**src/rtl/uart_tx_fifo.sv**
```systemverilog
`default_nettype none
// ============================================================================
// Module      : uart_tx_fifo
// Description : UART transmitter fed by a small transmit FIFO. Frames are
//               start + DATA_BITS (LSB first) + optional parity + stop bit(s),
//               each bit held for CLK_DIV cycles of clk_fpga.
// Revision    : 1.0 - initial release
// ============================================================================
module uart_tx_fifo #(
    parameter int CLK_DIV    = 434,
    parameter int DATA_BITS  = 8,
    parameter int PARITY     = 0,
    parameter int STOP_BITS  = 1,
    parameter int FIFO_DEPTH = 16
) (
    input  logic                          clk_fpga,
    input  logic                          rst,
    input  logic [DATA_BITS-1:0]          data,
    input  logic                          wr_en,
    output logic                          tx,
    output logic                          busy,
    output logic                          flag,
    output logic                          fifo_full,
    output logic                          fifo_empty,
    output logic [$clog2(FIFO_DEPTH):0]   fifo_level,
    output logic                          overflow
);

    localparam int c_AW = $clog2(FIFO_DEPTH);
    localparam int c_LW = c_AW + 1;
    localparam int c_TW = $clog2(CLK_DIV);

    localparam logic [c_LW-1:0] c_DEPTH     = c_LW'(FIFO_DEPTH);
    localparam logic [c_TW-1:0] c_T_LAST    = c_TW'(CLK_DIV - 1);
    localparam logic [c_TW-1:0] c_T_PRELAST = c_TW'(CLK_DIV - 2);
    localparam logic [3:0]      c_D_LAST    = 4'(DATA_BITS - 1);
    localparam logic [3:0]      c_S_LAST    = 4'(STOP_BITS - 1);

    localparam logic [2:0] c_ST_IDLE   = 3'd0;
    localparam logic [2:0] c_ST_START  = 3'd1;
    localparam logic [2:0] c_ST_DATA   = 3'd2;
    localparam logic [2:0] c_ST_PARITY = 3'd3;
    localparam logic [2:0] c_ST_STOP   = 3'd4;

    // FIFO storage and bookkeeping
    logic [DATA_BITS-1:0] r_mem [FIFO_DEPTH];
    logic [c_AW-1:0]      r_wr_ptr;
    logic [c_AW-1:0]      r_rd_ptr;
    logic [c_LW-1:0]      r_level;
    logic                 r_full;
    logic                 r_empty;
    logic                 r_overflow;

    // Transmit engine
    logic [2:0]           r_state;
    logic [c_TW-1:0]      r_timer;
    logic [3:0]           r_bit;
    logic [DATA_BITS-1:0] r_shift;
    logic                 r_parity;
    logic                 r_tx;
    logic                 r_busy;
    logic                 r_flag;

    logic                 w_bit_end;
    logic                 w_frame_end;
    logic                 w_push;
    logic                 w_pop;
    logic [c_LW-1:0]      w_level_nxt;

    assign w_bit_end   = (r_timer == c_T_LAST);
    assign w_frame_end = (r_state == c_ST_STOP) && w_bit_end && (r_bit == c_S_LAST);
    // A pop happens whenever the engine is free to start a frame: from IDLE,
    // or on the final stop cycle so frames run back to back.
    assign w_pop       = !r_empty && ((r_state == c_ST_IDLE) || w_frame_end);
    // Writes during reset or into a full FIFO are dropped; full uses the
    // pre-edge count so a simultaneous pop does not rescue the write.
    assign w_push      = wr_en && !r_full && !rst;

    // Next occupancy: a simultaneous push and pop leaves the level unchanged
    always_comb begin
        w_level_nxt = r_level;
        if (w_push && !w_pop) begin
            w_level_nxt = r_level + c_LW'(1);
        end else if (!w_push && w_pop) begin
            w_level_nxt = r_level - c_LW'(1);
        end
    end

    // Storage write; contents need no reset because the pointers define validity
    always_ff @(posedge clk_fpga) begin
        if (w_push) begin
            r_mem[r_wr_ptr] <= data;
        end
    end

    // Pointers, registered level/status flags and the overflow pulse
    always_ff @(posedge clk_fpga) begin
        if (rst) begin
            r_wr_ptr   <= '0;
            r_rd_ptr   <= '0;
            r_level    <= '0;
            r_full     <= 1'b0;
            r_empty    <= 1'b1;
            r_overflow <= 1'b0;
        end else begin
            r_overflow <= wr_en && r_full;
            if (w_push) begin
                r_wr_ptr <= r_wr_ptr + c_AW'(1);
            end
            if (w_pop) begin
                r_rd_ptr <= r_rd_ptr + c_AW'(1);
            end
            r_level <= w_level_nxt;
            r_full  <= (w_level_nxt == c_DEPTH);
            r_empty <= (w_level_nxt == '0);
        end
    end

    // Frame sequencer; tx/busy/flag are registered alongside the state
    always_ff @(posedge clk_fpga) begin
        if (rst) begin
            r_state  <= c_ST_IDLE;
            r_timer  <= '0;
            r_bit    <= '0;
            r_shift  <= '0;
            r_parity <= 1'b0;
            r_tx     <= 1'b1;
            r_busy   <= 1'b0;
            r_flag   <= 1'b0;
        end else begin
            // Flag is raised one edge early so it is high during the last stop cycle
            r_flag <= (r_state == c_ST_STOP) && (r_bit == c_S_LAST) && (r_timer == c_T_PRELAST);
            if (r_state != c_ST_IDLE) begin
                r_timer <= w_bit_end ? '0 : r_timer + c_TW'(1);
            end
            case (r_state)
                c_ST_IDLE: begin
                    r_tx   <= 1'b1;
                    r_busy <= 1'b0;
                    r_timer <= '0;
                    if (w_pop) begin
                        r_shift  <= r_mem[r_rd_ptr];
                        r_parity <= (^r_mem[r_rd_ptr]) ^ (PARITY == 2);
                        r_state  <= c_ST_START;
                        r_tx     <= 1'b0;
                        r_busy   <= 1'b1;
                    end
                end
                c_ST_START: begin
                    if (w_bit_end) begin
                        r_state <= c_ST_DATA;
                        r_bit   <= '0;
                        r_tx    <= r_shift[0];
                    end
                end
                c_ST_DATA: begin
                    if (w_bit_end) begin
                        if (r_bit == c_D_LAST) begin
                            r_bit <= '0;
                            if (PARITY != 0) begin
                                r_state <= c_ST_PARITY;
                                r_tx    <= r_parity;
                            end else begin
                                r_state <= c_ST_STOP;
                                r_tx    <= 1'b1;
                            end
                        end else begin
                            r_bit   <= r_bit + 4'd1;
                            r_shift <= r_shift >> 1;
                            r_tx    <= r_shift[1];
                        end
                    end
                end
                c_ST_PARITY: begin
                    if (w_bit_end) begin
                        r_state <= c_ST_STOP;
                        r_bit   <= '0;
                        r_tx    <= 1'b1;
                    end
                end
                c_ST_STOP: begin
                    if (w_bit_end) begin
                        if (r_bit == c_S_LAST) begin
                            r_bit <= '0;
                            if (w_pop) begin
                                r_shift  <= r_mem[r_rd_ptr];
                                r_parity <= (^r_mem[r_rd_ptr]) ^ (PARITY == 2);
                                r_state  <= c_ST_START;
                                r_tx     <= 1'b0;
                            end else begin
                                r_state <= c_ST_IDLE;
                                r_tx    <= 1'b1;
                                r_busy  <= 1'b0;
                            end
                        end else begin
                            r_bit <= r_bit + 4'd1;
                        end
                    end
                end
                default: begin
                    r_state <= c_ST_IDLE;
                    r_tx    <= 1'b1;
                    r_busy  <= 1'b0;
                end
            endcase
        end
    end

    assign tx         = r_tx;
    assign busy       = r_busy;
    assign flag       = r_flag;
    assign fifo_full  = r_full;
    assign fifo_empty = r_empty;
    assign fifo_level = r_level;
    assign overflow   = r_overflow;

endmodule
`default_nettype wire
```
**config.mk**
```make
export PLATFORM = sky130hd
export DESIGN_NAME = uart_tx_fifo
export DESIGN_NICKNAME = d
export VERILOG_FILES = /design/src/rtl/uart_tx_fifo.sv
export SDC_FILE = /design/constraint.sdc
export NUM_CORES = 1
export LEC_CHECK = 0
export ABC_AREA = 1
export CORE_ASPECT_RATIO = 1.1
export CORE_MARGIN = 5
export CORE_UTILIZATION = 30
export DETAILED_ROUTE_END_ITERATION = 8
export SYNTH_ARGS = -nofsm -noshare
export SYNTH_HDL_FRONTEND = slang
export SYNTH_SLANG_ARGS = --single-unit
```
**constraint.sdc**
```tcl
create_clock -name clk_fpga -period 1.92 [get_ports clk_fpga]
set_input_delay 0.384 -clock clk_fpga [delete_from_list [all_inputs] [get_ports clk_fpga]]
set_output_delay 0.384 -clock clk_fpga [all_outputs]
set_load 0.05 [all_outputs]
```
==> impl.org <==
** Yosys
- Synth async-reset ratio :: 0
- By area, the combinational part of the netlist is dominated by simple AND/OR/NAND/NOR gates.
- After synthesis, the cell types taking the most area are edfxtp_1 52%, dfxtp_1 13%, o21ai_0 5.4%.
- In this run, synthesis produced a sequential element count of around 180.
- Synthesized-area fraction occupied by ao, oa, aoi and oai cells :: 0.123
- Library cell with the highest instance count after synthesis :: edfxtp_1
- Distinct cells, synth :: 44
- Fraction of post-synthesis cell area in the top cell type by area :: 0.515
- Ranked by instance count, the synthesized netlist is headed by 128 x edfxtp_1, 102 x nor2_1, 80 x o21ai_0.
- During synthesis, Yosys emitted a total of 0 warnings.
- Post-synthesis xor/xnor area fraction :: 0.00235
- The synthesized design spends more area on one cell type than any other, namely edfxtp_1.
- Measured against the total synthesized area, the mux share comes to 0.
- EDFF count, synth :: between 100 and 150
- The cell area that synthesis handed to floorplanning was about 0.0075 mm^2.
- The average instance in the mapped netlist occupies between 10 and 15 um^2.
- Synthesized netlist cell count :: about 690
- The number of nets in the synthesized netlist is about 720.
- Main flop type after synthesis :: edfxtp_1
- Of the total synthesized cell area, the portion taken by full adders, half adders and majority gates is 0.0201.
- The share of the Yosys chip area taken by registers is 0.642.
- Simple logic cell fraction of the synthesized area :: 0.160

** Floorplan
- Measured along the x axis, the die boundary spans approximately 160 um.
- For this configuration, the core starts out at a cell density of 0.305.
- Die footprint :: between 0.02 and 0.03 mm^2
- Top-Level Pins :: 22
- Area of the core :: between 0.02 and 0.025 mm^2
- The initialized floorplan defines 60 standard-cell rows.
- Vertical die dimension :: between 150 and 200 um

** Placed design
- Before CTS, the worst setup slack after placement is -0.162 ns.
- Placed wire-length estimate :: around 11000 um
- The congestion estimate from routability-driven global placement came to slightly above 0.8.
- PortBufs :: 21

** Run status
- The flow ran to the end, and the final reports show no timing, DRC or antenna violations.

** Route
- Detailed routing inserted a total of about 5300 vias.
- The first routing iteration left about 470 violations.
- Dividing the detail-routed via count by the number of cells gives roughly 4.9.
- In the final routed layout, each cell accounts on average for ~16 um.
- Once detail routing completed, the nets flagged for antenna violations numbered 0.
- For this run, design rule violations remaining after detail routing come to 0.
- The first TritonRoute pass finished after 5 iterations.
- The routed design has about 17000 um of wire.

** GRT
- Entering global routing, the biggest net connects 38 pins.
- Across every metal layer, demand over resource in global routing totals 0.125.
- Wire length of the first global-routing pass :: 27700 um
- The via count of the first global-routing pass came to slightly above 5000.
- Initial antenna violation count :: 0
- GR Overflow Total :: 0

** Final layout
- Fraction of layout instances using a drive strength above 1 :: 0.175
- From synthesis to final layout, the design area changed by 19.9%.
- Number of antenna repair diodes :: 0
- After the last flow step, the layout net total stands at 785.

** Critical path
- CP Data Required Time :: roughly 2.2 ns
- In this design, the stage delay of the slowest critical-path cell is 0.33 ns.
- The worst setup path is launched from a flip-flop.
- The critical path in this run is classified as flip-flop to flip-flop.
- Traced cell by cell, the critical path runs through inv_1 -> ha_1 -> nand3_1 -> nor2_4 -> nand3_4 -> nand2_8 -> nand2_4 -> nand2_1 -> nand2_2 -> a21oi_2 -> inv_2 -> nand2_2 -> inv_1.
- Along the worst path, the maximum fanout reaches 8.
- The startpoint identified for the worst register-to-register timing path is r_bit[0].
- Start point of the critical path :: r_bit[0]
- The worst setup path is captured at a flip-flop.
- Among all stages on the critical path, the largest delay is contributed by dfxtp_1.
- The worst register-to-register path has a setup slack of about 0.14 ns.
- Data arrives at the worst endpoint at 2.10 ns.

** Timing
- Slew margin rel. :: 0.667
- The final number of hold-violating endpoints came to 0.
- Worst setup skew after layout :: about 0.0094 ns
- Once routing completed, OpenROAD measured the worst setup slack at roughly 0.14 ns.
- Unrepaired setup endpoints after global routing :: true
- Final critical-path required period :: 1.78 ns
- For the pin with the worst max-slew slack, the measured transition is around 0.5 ns.
- Setup-violating endpoint count in the final report :: 0
- The number of pins with negative max-slew slack in the final report is 0.
- Based on the critical path, the design can be clocked at up to ~560 MHz.
- Hold is met by roughly 0.46 ns.
- Ratio of final minimum period to clock period :: 0.928

** CTS
- CTS built an H-tree with a depth of 4.
- Worst skew pair latency :: roughly 0.42 ns
- TritonCTS built the clock tree.
- Clock Path Buffers :: 2
- The tree built by TritonCTS fans out to about 180 sinks.
- After clock tree synthesis, the clock-pin slew on the worst setup and hold paths is approximately 0.07 ns.
- The tree is rooted in a clkbuf_16.
- CTS buffer count :: 17

** Power
- VDD sags by at most 0.802 mV.
- In this run the power density over the cells is roughly 1300 mW/mm^2.
- Part of the total power dissipated in sequential elements :: 0.388
- Switching part of the total :: 0.370
- Design internal power :: around 7400 uW
- Net switching power figure :: approximately 4400 uW
- Share of power burned in combinational logic :: 0.347
- Leakage component of the power :: between 0.003 and 0.004 uW
- Part of the power in the clock network :: 0.266

** Worst hold path
- HP Class :: flip-flop to flip-flop
- In this run the most critical hold path is launched from busy.

** Run
- The tool flagged a number of max-cap violations equal to 0.
-- logic make-up (layout without fill, tap and decap cells) --
family | count (synthesis) | in the layout
simple gates | 257 | 258
buf+inv | 97 | 178
flops | 175 | 175
fa+ha+maj | 12 | 12
compound gates | 150 | 150
xor+xnor | 2 | 2
-- stage by stage --
step | instances | area (um^2) | util | power [uW] | setup TNS [ns]
finish | 1085 | 8940 | 0.365 | 11800 | 0
floorplan | 693 | 7460 | - | 7320 | -1.04
global route | 1085 | 8940 | 0.365 | 12600 | -0.0495
detailed placement | 1045 | 8340 | 0.341 | 8620 | -9.87
global placement | 1045 | 8340 | 0.341 | 8580 | -8.00
CTS | 1077 | 8860 | 0.362 | 11700 | 0
-- repair_timing --
item	CTS	global route
gates cloned	0	1
setup endpoints to repair	4	13
hold buffers	0	0
setup buffers	0	7
pin swaps	0	5
gates resized for setup	4	8
endpoints found under the hold margin	0	0
-- power by group through the flow --
stage,combinational (uW),sequential (uW),clock (uW)
4_1_cts,3980,4570,3200
5_1_grt,4570,4620,3390
6_report,4090,4570,3140
3_3_place_gp,3930,4650,0
2_1_floorplan,2490,4830,0
3_5_place_dp,3970,4650,0
-- layer usage --
metal	track usage	wire [um]
met4	0.0380	255
met2	0.199	8050
met1	0.173	8040
met3	0.0261	919
met5	0	0
-- flip-flops by register name, summed over array words and instances (netlist names), 3 cells and up, named ones only --
signal      flops
fifo_level      5
r_mem         128
r_rd_ptr        4
r_wr_ptr        4
r_bit           4
r_state         3
r_timer         9
r_shift         8
-- layout by cell type (no fill, tap or decap), types with 10 or more instances in the layout --
master           instances
clkdlybuf4s50_1         10
ha_1                    12
buf_4                   58
o221ai_1                31
edfxtp_1               128
a21oi_1                 20
inv_1                   56
clkbuf_16               17
o21ai_0                 79
nand2_1                 76
inv_2                   10
nand3_1                 34
dfxtp_1                 45
nor2_1                  98
-- final timing paths --
check                  endpoint  cells past startpoint
hold / removal             busy                      2
setup reg to reg  fifo_level[4]                     13
hold reg to reg            busy                      2
setup / recovery  fifo_level[4]                     13
-- critical path, delay by kind of cell (launching register included) --
kind / cells / cell delay [ns]
flip-flops: 1 / 0.33
AND/OR/NAND/NOR: 8 / 0.85
adder cells (fa/ha/maj): 1 / 0.14
buffers and inverters: 3 / 0.17
AO/OA/AOI/OAI: 1 / 0.19
-- layout make-up --
cell class                      instances  area (um^2)
Inverter                               69          262
Clock inverter                         13         88.8
Fill cell                            2406        15500
Timing Repair Buffer                   77          671
Sequential cell                       175         4790
Tap cell                              310          388
Clock buffer                           19          443
Multi-Input combinational cell        422         2300
No activity file was read; power rests on OpenSTA's default activity.
